--- src/rtl/systolic_pkg.sv ---
// Shared defaults and FSM encoding for the systolic array operand feeders.
package systolic_pkg;

  localparam int LANES_DEF  = 4;
  localparam int DATA_W_DEF = 8;
  localparam int DEPTH_DEF  = 4;

  typedef enum logic [2:0] {
    ST_IDLE   = 3'b001,
    ST_STREAM = 3'b010,
    ST_FLUSH  = 3'b100
  } state_e;

  // Width of a counter that must hold LANES-1.
  function automatic int cnt_width(input int lanes);
    return (lanes > 1) ? ($clog2(lanes) + 1) : 1;
  endfunction

endpackage

--- src/rtl/operand_fifo.sv ---
// Show-ahead synchronous FIFO holding {vector, last} words; extra pointer MSB
// distinguishes full from empty.
module operand_fifo #(
  parameter int WIDTH = 33,
  parameter int DEPTH = 4
) (
  input  logic             clk,
  input  logic             rst_n,
  input  logic             push,
  input  logic             pop,
  input  logic [WIDTH-1:0] wr_data,
  output logic [WIDTH-1:0] rd_data,
  output logic             full,
  output logic             empty
);

  localparam int AW = $clog2(DEPTH);
  localparam logic [AW:0] PTR_ONE = {{AW{1'b0}}, 1'b1};

  logic [AW:0]      wr_ptr_q, wr_ptr_d;
  logic [AW:0]      rd_ptr_q, rd_ptr_d;
  logic [WIDTH-1:0] mem_q [DEPTH];
  logic             do_push_s, do_pop_s;

  assign full    = (wr_ptr_q[AW] != rd_ptr_q[AW]) && (wr_ptr_q[AW-1:0] == rd_ptr_q[AW-1:0]);
  assign empty   = (wr_ptr_q == rd_ptr_q);
  assign rd_data = mem_q[rd_ptr_q[AW-1:0]];

  always_comb begin
    do_push_s = push && !full;
    do_pop_s  = pop && !empty;
    wr_ptr_d  = do_push_s ? (wr_ptr_q + PTR_ONE) : wr_ptr_q;
    rd_ptr_d  = do_pop_s ? (rd_ptr_q + PTR_ONE) : rd_ptr_q;
  end

  always_ff @(posedge clk or negedge rst_n) begin
    if (!rst_n) begin
      wr_ptr_q <= {(AW+1){1'b0}};
      rd_ptr_q <= {(AW+1){1'b0}};
    end else begin
      wr_ptr_q <= wr_ptr_d;
      rd_ptr_q <= rd_ptr_d;
    end
  end

  always_ff @(posedge clk) begin
    if (do_push_s) begin
      mem_q[wr_ptr_q[AW-1:0]] <= wr_data;
    end
  end

endmodule

--- src/rtl/operand_skew_feeder.sv ---
// Buffers activation row vectors and emits them diagonally skewed (lane i
// delayed i cycles) with per-lane valids, a busy flag and an end-of-frame done.
module operand_skew_feeder
  import systolic_pkg::*;
#(
  parameter int LANES  = LANES_DEF,
  parameter int DATA_W = DATA_W_DEF,
  parameter int DEPTH  = DEPTH_DEF
) (
  input  logic                    clk,
  input  logic                    rst_n,
  input  logic                    in_valid,
  output logic                    in_ready,
  input  logic [LANES*DATA_W-1:0] in_data,
  input  logic                    in_last,
  output logic [LANES*DATA_W-1:0] out_data,
  output logic [LANES-1:0]        out_valid,
  output logic                    busy,
  output logic                    done
);

  localparam int FW = LANES * DATA_W + 1;
  localparam int CW = cnt_width(LANES);
  localparam logic [CW-1:0] CNT_ZERO = CW'(0);
  localparam logic [CW-1:0] CNT_ONE  = CW'(1);
  localparam logic [CW-1:0] CNT_LOAD = CW'(LANES - 1);

  logic          fifo_full_s, fifo_empty_s, push_s, pop_s, rd_last_s;
  logic [FW-1:0] rd_word_s;
  state_e        state_q, state_d;
  logic [CW-1:0] flush_cnt_q, flush_cnt_d;
  logic          done_q, done_d;

  assign in_ready  = !fifo_full_s;
  assign push_s    = in_valid && !fifo_full_s;
  assign rd_last_s = rd_word_s[0];
  assign pop_s     = ((state_q == ST_IDLE) || (state_q == ST_STREAM)) && !fifo_empty_s;
  assign busy      = (state_q == ST_STREAM) || (state_q == ST_FLUSH);
  assign done      = done_q;

  operand_fifo #(
    .WIDTH (FW),
    .DEPTH (DEPTH)
  ) u_fifo (
    .clk     (clk),
    .rst_n   (rst_n),
    .push    (push_s),
    .pop     (pop_s),
    .wr_data ({in_data, in_last}),
    .rd_data (rd_word_s),
    .full    (fifo_full_s),
    .empty   (fifo_empty_s)
  );

  // FLUSH holds off the next frame until the last row has crossed every lane.
  always_comb begin
    state_d     = state_q;
    flush_cnt_d = flush_cnt_q;
    done_d      = 1'b0;
    case (state_q)
      ST_IDLE, ST_STREAM: begin
        if (pop_s) begin
          if (rd_last_s) begin
            if (LANES == 1) begin
              state_d = ST_IDLE;
              done_d  = 1'b1;
            end else begin
              state_d     = ST_FLUSH;
              flush_cnt_d = CNT_LOAD;
            end
          end else begin
            state_d = ST_STREAM;
          end
        end else begin
          state_d = state_q;
        end
      end
      ST_FLUSH: begin
        if (flush_cnt_q <= CNT_ONE) begin
          state_d     = ST_IDLE;
          flush_cnt_d = CNT_ZERO;
          done_d      = 1'b1;
        end else begin
          flush_cnt_d = flush_cnt_q - CNT_ONE;
        end
      end
      default: begin
        state_d     = ST_IDLE;
        flush_cnt_d = CNT_ZERO;
      end
    endcase
  end

  always_ff @(posedge clk or negedge rst_n) begin
    if (!rst_n) begin
      state_q     <= ST_IDLE;
      flush_cnt_q <= CNT_ZERO;
      done_q      <= 1'b0;
    end else begin
      state_q     <= state_d;
      flush_cnt_q <= flush_cnt_d;
      done_q      <= done_d;
    end
  end

  // Lane g is a g+1 deep shift chain; non-pop edges inject a zero bubble.
  for (genvar g = 0; g < LANES; g++) begin : g_lane
    logic [g:0][DATA_W-1:0]   dat_q, dat_d;
    logic [g+1:0][DATA_W-1:0] dat_shf_s;
    logic [g:0]               vld_q, vld_d;
    logic [g+1:0]             vld_shf_s;
    logic [DATA_W-1:0]        lane_in_s;

    always_comb begin
      lane_in_s = pop_s ? rd_word_s[1 + g*DATA_W +: DATA_W] : {DATA_W{1'b0}};
      dat_shf_s = {dat_q, lane_in_s};
      vld_shf_s = {vld_q, pop_s};
      dat_d     = dat_shf_s[g:0];
      vld_d     = vld_shf_s[g:0];
    end

    always_ff @(posedge clk or negedge rst_n) begin
      if (!rst_n) begin
        dat_q <= {((g+1)*DATA_W){1'b0}};
        vld_q <= {(g+1){1'b0}};
      end else begin
        dat_q <= dat_d;
        vld_q <= vld_d;
      end
    end

    assign out_data[g*DATA_W +: DATA_W] = dat_q[g];
    assign out_valid[g]                 = vld_q[g];
  end

endmodule

--- config.mk ---
export PLATFORM = sky130hd
export DESIGN_NAME = operand_skew_feeder
export DESIGN_NICKNAME = d
export VERILOG_FILES = /design/src/rtl/systolic_pkg.sv /design/src/rtl/operand_fifo.sv /design/src/rtl/operand_skew_feeder.sv
export SDC_FILE = /design/constraint.sdc
export NUM_CORES = 1
export LEC_CHECK = 0
export ABC_AREA = 1
export CORE_MARGIN = 5
export CORE_UTILIZATION = 51
export CTS_CLUSTER_SIZE = 24
export DETAILED_ROUTE_END_ITERATION = 16
export PLACE_DENSITY = 0.75
export SYNTH_ARGS = -nofsm -noshare
export SYNTH_HDL_FRONTEND = slang
export SYNTH_SLANG_ARGS = --single-unit
--- constraint.sdc ---
create_clock -name clk -period 2.8 [get_ports clk]
set_input_delay 0.28 -clock clk [delete_from_list [all_inputs] [get_ports clk]]
set_output_delay 0.28 -clock clk [all_outputs]
set_load 0.1 [all_outputs]
# Word level (Yosys, flattened, before mapping)
# Memories as Yosys holds them, arrays and structs flattened.
# Index checks and enable logic that the tools add are counted.
# word_totals
ff_bits	103
mem_bits_rw	132
in_bits	36
mem_count	1
# op_classes
add_sub_neg	3
magnitude_cmp	1
eq_ne	9
n_mux	16
n_reduce_logical	12
# mem_list
name	words	word_bits	rd	rd_clocked_by_memory_dff	write_ports	line_no	text
u_fifo.mem_q	4	33	1	0	1	operand_fifo.sv:22	logic [WIDTH-1:0] mem_q [DEPTH];
# op_table
op	n
8-bit two-way mux	4
3-bit two-way mux	6
3-bit case mux with 2 select lines	2
3-bit by 1-bit adder with 3-bit output, second input constant	2
1-bit logical AND	5
1-bit two-way mux	4
2-bit != test, second input constant	2
2-bit AND reduction	2
3-bit by 1-bit equality test with 1-bit output, second input constant	1
3-bit by 2-bit equality test with 1-bit output, second input constant	1
3-bit equality test	1
3-bit equality test, second input constant	1
3-bit by 1-bit <= comparator with 1-bit output, second input constant	1
3-bit by 1-bit subtractor with 3-bit output, second input constant	1
2-bit equality test	1
1-bit zero test	2
1-bit logical OR	2
2-bit by 1-bit != test with 1-bit output, second input constant	1
2-bit OR reduction	1
1-bit != test	1

# Logic depth before layout (Yosys ltp)
# logic_depth
depth_word	7
mapped_depth	11

# Modules after synthesis
# A second synthesis with hierarchy kept.
# hier_totals
cells_unflattened	588
hier_area_um2	8196.6
# by_module_without_submodules
module	instances	cells_each	area_per_inst_um2
operand_fifo	1	380	5315.1
operand_skew_feeder	1	208	2881.5

# Worst setup path before layout
# Ideal clock, no wire load.
# synth_timing
path_type	register to register
start	register u_fifo.rd_ptr_q[1]
end	memory u_fifo.mem_q[0][0], enable pin
t_arrival_ps	3184
slack_ps	-807
path_stages_with_launch	8
period_less_slack_ps	3607
cell_sequence	dfrtp_1 > buf_4 > inv_2 > nand2_1 > nand2_1 > nand3_1 > nand2_2 > nor2_1
# synth_via
elab_chain_cells	7
# synth_rtl
item	line_no	text
from (decl)	operand_fifo.sv:21	logic [AW:0] rd_ptr_q, rd_ptr_d;
from (signal assigned)	operand_fifo.sv:39	rd_ptr_q <= {(AW+1){1'b0}};
from (signal assigned)	operand_fifo.sv:42	rd_ptr_q <= rd_ptr_d;
2-bit equality test (*)	operand_fifo.sv:25	assign full = (wr_ptr_q[AW] != rd_ptr_q[AW]) && (wr_ptr_q[AW-1:0] == rd_ptr_q[AW-1:0]);
1-bit logical AND (*)	operand_fifo.sv:25	
1-bit zero test (*)	-	
net in_ready	operand_skew_feeder.sv:13	output logic in_ready,
1-bit logical AND	operand_skew_feeder.sv:35	assign push_s = in_valid && !fifo_full_s;
1-bit logical AND (*)	operand_fifo.sv:30	do_push_s = push && !full;
1-bit two-way mux (*)	operand_fifo.sv:47	if (do_push_s) begin
1-bit two-way mux (not written as such) (*)	operand_fifo.sv:48	mem_q[wr_ptr_q[AW-1:0]] <= wr_data;
to (decl)	operand_fifo.sv:22	
# Mark *: on every way through the listed nets, which the timed path passes. The rest lies on a longest branch.

# Worst setup path in the final report
# layout_timing
start	register u_fifo.rd_ptr_q[1]
end	memory u_fifo.mem_q[3][16], enable pin
# layout_via
elab_chain_cells	7
# layout_rtl
item	line_no
2-bit equality test (*)	operand_fifo.sv:25
1-bit logical AND (*)	operand_fifo.sv:25
1-bit zero test (*)	operand_fifo.sv:30, operand_skew_feeder.sv:35
1-bit logical AND	operand_skew_feeder.sv:35
1-bit logical AND (*)	operand_fifo.sv:30
1-bit two-way mux (*)	operand_fifo.sv:47
1-bit two-way mux (not written as such) (*)	operand_fifo.sv:48
# Mark *: on every way between the ends. The rest lies on a longest branch, timed or not.

==> results.env <==
SYNTH_MOST_COMMON_CELL='nor2_1'
N_ANTENNA_CELL=0
SYNTH_MUX_AREA_SHARE_PCT=0
GLOBAL_ROUTE.OVERFLOW_TOTAL=0
FLOORPLAN.INITIALDENSITY_PCT=51.58
CTS.SINK_COUNT=229
WORSTPATHMAXFANOUT=21
MAXCAPVIOLCOUNT=0
SYNTH_TOP_FAMILY_BY_AREA='simple AND/OR/NAND/NOR gates'
WORST_PATH_SLOWEST_CELL='dfrtp_2'
PLACEMENT.IO_BUFFERS=74
SYNTH.YOSYS.SEQ_AREA_SHARE_PCT=78.59
YOSYS.AREA.TOP_TYPE='edfxtp_1'
AREA_DELTA_SYNTH_FINAL_PCT=20.81
NUMBER_OF_LEVELS_THE_H_TREE_WAS_SPLIT_INTO=1
WORSTPATHARRIVAL_PS=2460
CRITICAL_PATH.TOP_DELAY_FAMILY='simple AND/OR/NAND/NOR gates'
YOSYS_WARNINGS=0
CRITICAL_PATH.MAX_STAGE_DELAY_PS=570
NET_COUNT_SYNTH=635
TIMING.SETUP.CRITICAL_PATH_CLASS='reg2reg'
FINAL_PERIOD_MINUS_WORST_SETUP_SLACK_PS=2240
WORSTMARGINPINSLEW_PS=809.0
LAYOUT.AREA.SEQ_SQ_UM=6395
SYNTH_TOP_CELLS_BY_AREA='edfxtp_1 49%, dfrtp_1 30%, nor2_1 6.3%'
FINAL_ANTENNA_NET_COUNT=0
SLEW_VIOLATIONS=0
IR_WORST_VDD_mV=0.6489
CTS-ROOT-TO-SINK-BUFFERS=3
VIAS=4572
NUMBER_OF_FLOPS_MAPPED_TO_ENABLE_CELLS_BY_YOSYS=132
YOSYS.AREA.TOP_TYPE_SHARE_PCT=48.73
CRITICAL_PATH.STARTPOINT_TYPE='flip-flop'
CTS_TREE='yes'
CLOCK_SKEW_PS=13.69
HOLD_WS_PS=348.2
TOTALWIRELENGTH_MICRONS=14770
CRITICAL-PATH-TOP-CELL-BY-COUNT='nand2_1'
ENDPOINT_KIND='flip-flop'
YOSYS.AREA_SHARE.SIMPLE_PCT=9.798
UNREPAIRED_SETUP_ENDPOINTS_AFTER_GLOBAL_ROUTING='no'
ASYNC_RESET_FF_SHARE_PCT=42.36
DPL_CELL_AREA_SQ_UM=9085
FINISH.NET_COUNT=720
SYNTHESIS.AREA_PER_INSTANCE_SQ_UM=13.74
TOP_LEVEL_PORTS=75
CTS_ROOT_BUFFER='clkbuf_16'
SYNTH-MAIN-FF-CELL='edfxtp_1'
SETUP-VIOLATIONS-FINAL=0
GRT_PASS1_WL_MICRONS=24200
FIRSTDRTPASSITERS=4
CTSRESIZECOUNT=0
POWER_DENSITY_nW_PER_UM2=1240
STDCELL_AREA_SQ_UM=9827
SYNTHXORXNORAREAFRAC_PCT=0.4307
RUN_STATUS='finished clean'
VIAS_PER_CELL=5.024
WORST_SLEW_MARGIN_REL_PCT=46.07
CORE_AREA_SQ_UM=15770
CTS_INSERTED_BUFFERS=23
INSERTION_DELAY_PS=510
DETAIL_ROUTE.ITER0.VIOLATIONS=364
FIN_TNS_SETUP_PS=0
CRITICAL_PATH_BUF_INV_COUNT=2
AREA_USED_BY_MULTI_INPUT_COMBINATIONAL_LOGIC_SQ_UM=1525
MAXIMUM_NUMBER_OF_PINS_ON_ONE_NET_BEFORE_GLOBAL_ROUTE_REPAIR=69
TIMING.FINAL.CRIT_SHARE_PCT=80.01
FP.DIEH_MICRONS=136.3
SYN-INSTANCE-COUNT=592
GP_CONGESTION=0.7437
DRIVE_GT1_SHARE_PCT=18.01
SHARE_OF_SYNTHESIZED_CELL_AREA_IN_FULL_ADDER_HALF_ADDER_AND_MAJORITY_CELLS_PCT=1.077
SYN_AREA_SQ_UM=8134
FMAX_MHz=446.3
CLOCK_EDGE_TRANSITION_AT_THE_REGISTERS_ON_THE_REPORTED_SETUP_AND_HOLD_PATHS_PS=60
TIMING.FINAL.HOLD_VIOLATIONS=0
DRCVIOLATIONCOUNT=0
GRT_PASS1_VIAS=4846
GRT_USE_TOTAL_PCT=16.53
CP_CELL_SEQUENCE='inv_2, nand2_1, nand2_1, nand3_1, nand2_2, nor2_4, buf_12'
SYNTHDISTINCTLIBCELLS=24
DP_HPWL_MICRONS=9296
HOLD_PATH_CLASS='reg2reg'
ANTENNA_VIOLATIONS_BEFORE_REPAIR=0
YOSYS-TOP-CELLS-COUNT='136 x nor2_1, 132 x edfxtp_1, 96 x dfrtp_1, 68 x o21ai_0, 45 x nand2_1'
LAYOUT.FILLER_CELLS=1184
ROUTED_WIRE_LENGTH_PER_INSTANCE_MICRONS=16.24
STATIC-LEAKAGE-POWER_nW=3.974
FP.DIEAREA_SQ_UM=18580
YOSYS_REGISTER_BITS=229
SYNTH-COMPOUND-AREA-SHARE_PCT=7.076
STD_CELL_ROWS=46
CRITICAL_PATH_REQUIRED_PS=3020
DIE_WIDTH_MICRONS=136.3
==> worst paths after layout <==
| path | from | to | slack [ps] | cells after the start |
|---|---|---|---|---|
| setup / recovery | u_fifo.rd_ptr_q[1] | u_fifo.mem_q[3][16] | 560 | 7 |
| hold / removal | g_lane[3].dat_d[19] | g_lane[3].dat_d[27] | 350 | 0 |
| setup reg to reg | u_fifo.rd_ptr_q[1] | u_fifo.mem_q[3][16] | 560 | 7 |
| hold reg to reg | g_lane[3].dat_d[19] | g_lane[3].dat_d[27] | 350 | 0 |
| max in group asynchronous | rst_n | out_data[21] | 1740 | 3 |
| min in group asynchronous | rst_n | g_lane[3].dat_d[27] | 410 | 2 |
==> registers in the layout (all words and copies together), names as in the netlist <==
signal and cells:
u_fifo.mem_q 132, g_lane.dat_d 48, out_data 24, g_lane.dat_q 8, g_lane.vld_q 4, flush_cnt_q 3
state_q 3, u_fifo.rd_ptr_q 3, u_fifo.wr_ptr_q 3, done 1
==> power by group <==
part	switching [mW]	leakage [nW]	internal [mW]
clock network	1.23	0.364	1.70
logic	3.33	1.14	1.10
registers	0.307	2.47	4.52
==> cells by family after synthesis <==
family / count (synthesis)
and+or+nand+nor: 202
buffers and inverters: 50
xor gates and xnor gates: 4
AOI/OAI and AO/OA: 100
adders and majority gates: 7
DFF: 229
==> placed cells by master (no fill, tap or decap), types with 2 or more instances in the layout <==
cell type / n
bufinv_16: 2
clkinv_2: 9
inv_1: 19
a21oi_2: 20
clkinv_1: 3
ha_1: 7
clkbuf_16: 23
edfxtp_1: 132
buf_12: 6
inv_2: 3
nand2_1: 45
buf_4: 46
nand2_2: 4
dfrtp_2: 2
xnor2_1: 2
o21ai_0: 68
dfrtp_1: 94
nor2_4: 4
a21oi_1: 12
clkdlybuf4s50_1: 34
nand3_1: 14
clkbuf_1: 2
xor2_1: 2
nor2_1: 132
nand4_1: 2
==> final cells by class <==
cell class	instances	share of cell area, %
multi-input combinational	313	15.52
clock inverter	17	1.515
sequential	229	65.08
inverter	23	0.9040
clock buffer	25	5.933
timing repair buffer	87	8.302
tap	216	2.750
==> layer usage <==
| layer | part of all wire [%] | GRT usage, % | vias to the layer above |
|---|---|---|---|
| li1 | - | - | 2180 |
| met1 | 42 | 21.79 | 2245 |
| met2 | 50 | 28.07 | 119 |
| met3 | 5.6 | 3.294 | 28 |
| met4 | 2.1 | 4.871 | 0 |
| met5 | 0 | 0 | - |
==> timing repair <==
action	CTS	global route
endpoints found under the hold margin	60	0
hold buffers	1	0
buffers inserted	0	0
endpoints found under the setup margin	0	0
==> metrics by stage <==
stage                     setup slack [ps]  total power [mW]  util [%]  std cells
after floorplan                     -316.8             8.245         -        592
after global placement               636.6             9.208     57.61        867
after detailed placement             531.1             9.361     57.61        867
after CTS                            524.8             12.32     62.31        910
after global routing                 412.3             12.87     62.31        910
final                                559.6             12.18     62.31        910
No activity file was read; power rests on OpenSTA's default activity.
==> edit, RTL diff (same settings) <==
The package constant `LANES_DEF` goes from 4 to 2.
--- a/src/rtl/systolic_pkg.sv
+++ b/src/rtl/systolic_pkg.sv
@@ -1,7 +1,7 @@
 // Shared defaults and FSM encoding for the systolic array operand feeders.
 package systolic_pkg;
 
-  localparam int LANES_DEF  = 4;
+  localparam int LANES_DEF  = 2;
   localparam int DATA_W_DEF = 8;
   localparam int DEPTH_DEF  = 4;
 
Ports: changed (resized in_data, out_data and out_valid); port bits go from 75 to 41. No check against the original RTL was run, so the function may have changed too.
==> edit against the original RTL <==
- wire length shrank 50%
- first-iteration DRC count shrank 58%
- critical endpoint is now in_ready
- total power shrank 52%
- worst setup slack gained 71 ps
- highest routed layer unchanged
- sequential share of layout area shrank 2.2 points
- final area shrank 52%
- sequential cell count shrank 123
- clock skew shrank 6.8 ps
- area after synthesis shrank 50%
==> edit: results (changes against the original RTL) <==
[power]
p_leak_uw=0.00195  ; was 0.00397 uW

[place]
hpwl_mm=4.64  ; was 9.30 mm
place_inst=467  ; was 867
pre_cts_slack_ps=759  ; was 531 ps

[grt]
track_usage=0.163  ; was 0.165
grt_pass1_vias=2564  ; was 4846
grt_max_degree=39  ; was 69
grt_pass1_wl_mm=12.5  ; was 24.2 mm

[finish]
multi_input_area_share=0.194  ; was 0.155
final-nonclk-buf-share=0.0857  ; was 0.0830
largest_reg_flops=68  ; was 132
fill_cells=624  ; was 1184
layout-drive-gt1-share=0.165  ; was 0.180
inv_count=20  ; was 23
num-multi-input-gates=192  ; was 313

[timing]
slew_headroom=0.427  ; was 0.461

[route]
first_iter_violations=152  ; was 364
via_count=2521  ; was 4572
wl_met2_mm=3.83  ; was 7.43 mm
post_drt_via_cell_ratio=5.22  ; was 5.02

[worst_hold_path]
min_path_type=in2async  ; was reg2reg

[yosys]
synth_commonest_cells=nor2_1, edfxtp_1, nand2_1  ; was nor2_1, edfxtp_1, dfrtp_1
synth-seq-cells=106  ; was 229
ys_seq_area_frac=0.733  ; was 0.786
synth_cell_types=27  ; was 24
synth_cells=331  ; was 592

[status]
status=finished clean  ; unchanged

[cts]
clock_path_buffers=2  ; was 3
cts_root_buf=clkbuf_8  ; was clkbuf_16
cts.clk_slew.worst_paths_ps=100  ; was 60 ps
htreeDepth=3  ; was 1

[setup_path]
cp.arrival_ps=1890  ; was 2460 ps
worstPathMaxFanout=19  ; was 21
cp_slowest_cell=dfrtp_1  ; was dfrtp_2

[edit: kinds of logic (layout without fill, tap and decap cells)]
family | count (synthesis) | after routing | synth area share
adder cells (fa/ha/maj) | 5 | 5 | 0.0153
AND/OR/NAND/NOR | 133 | 133 | 0.136
XOR/XNOR | 2 | 2 | 0.00429
buffers and inverters | 33 | 83 | 0.0411
AO/OA/AOI/OAI | 52 | 52 | 0.0696
flip-flops | 106 | 106 | 0.733
[edit: layer usage]
layer / up-vias / global-route usage
met5: - / 0
met4: 0 / 0.0788
met3: 9 / 0.0252
met2: 69 / 0.271
met1: 1246 / 0.209
li1: 1197 / -
[edit: stage by stage]
stage,hold WS (ps),instance area [sq um]
after floorplan,-15.6,4080
after global placement,332,4530
after detailed placement,335,4530
after CTS,45.5,4760
after global routing,98.9,4760
final,16.6,4760
[edit: worst max-delay path: cells and delay by family (launching register included)]
kind | cells | cell delay [ps]
AND/OR/NAND/NOR | 4 | 520
flip-flops | 1 | 560
buffers and inverters | 2 | 440
[edit: report_power, final]
group	leakage (uW)	switching (uW)	internal, uW
Sequential	0.00112	161	2100
Combinational	0.000716	1840	626
Clock	0.000119	528	540
Total	0.00195	2530	3260
[edit: final timing paths]
kind | start | slack, ps | depth (start not counted) | endpoint
worst max register to register | u_fifo.rd_ptr_q[1] | 700 | 8 | u_fifo.mem_q[3][5]
max in group asynchronous | rst_n | 2250 | 1 | g_lane[1].dat_d[14]
worst max-delay path | u_fifo.rd_ptr_q[1] | 630 | 6 | in_ready
min in group clk | g_lane[1].dat_d[11] | 360 | 0 | out_data[11]
worst min register to register | g_lane[1].dat_d[11] | 360 | 0 | out_data[11]
worst min-delay path | rst_n | 20 | 1 | state_q[1]
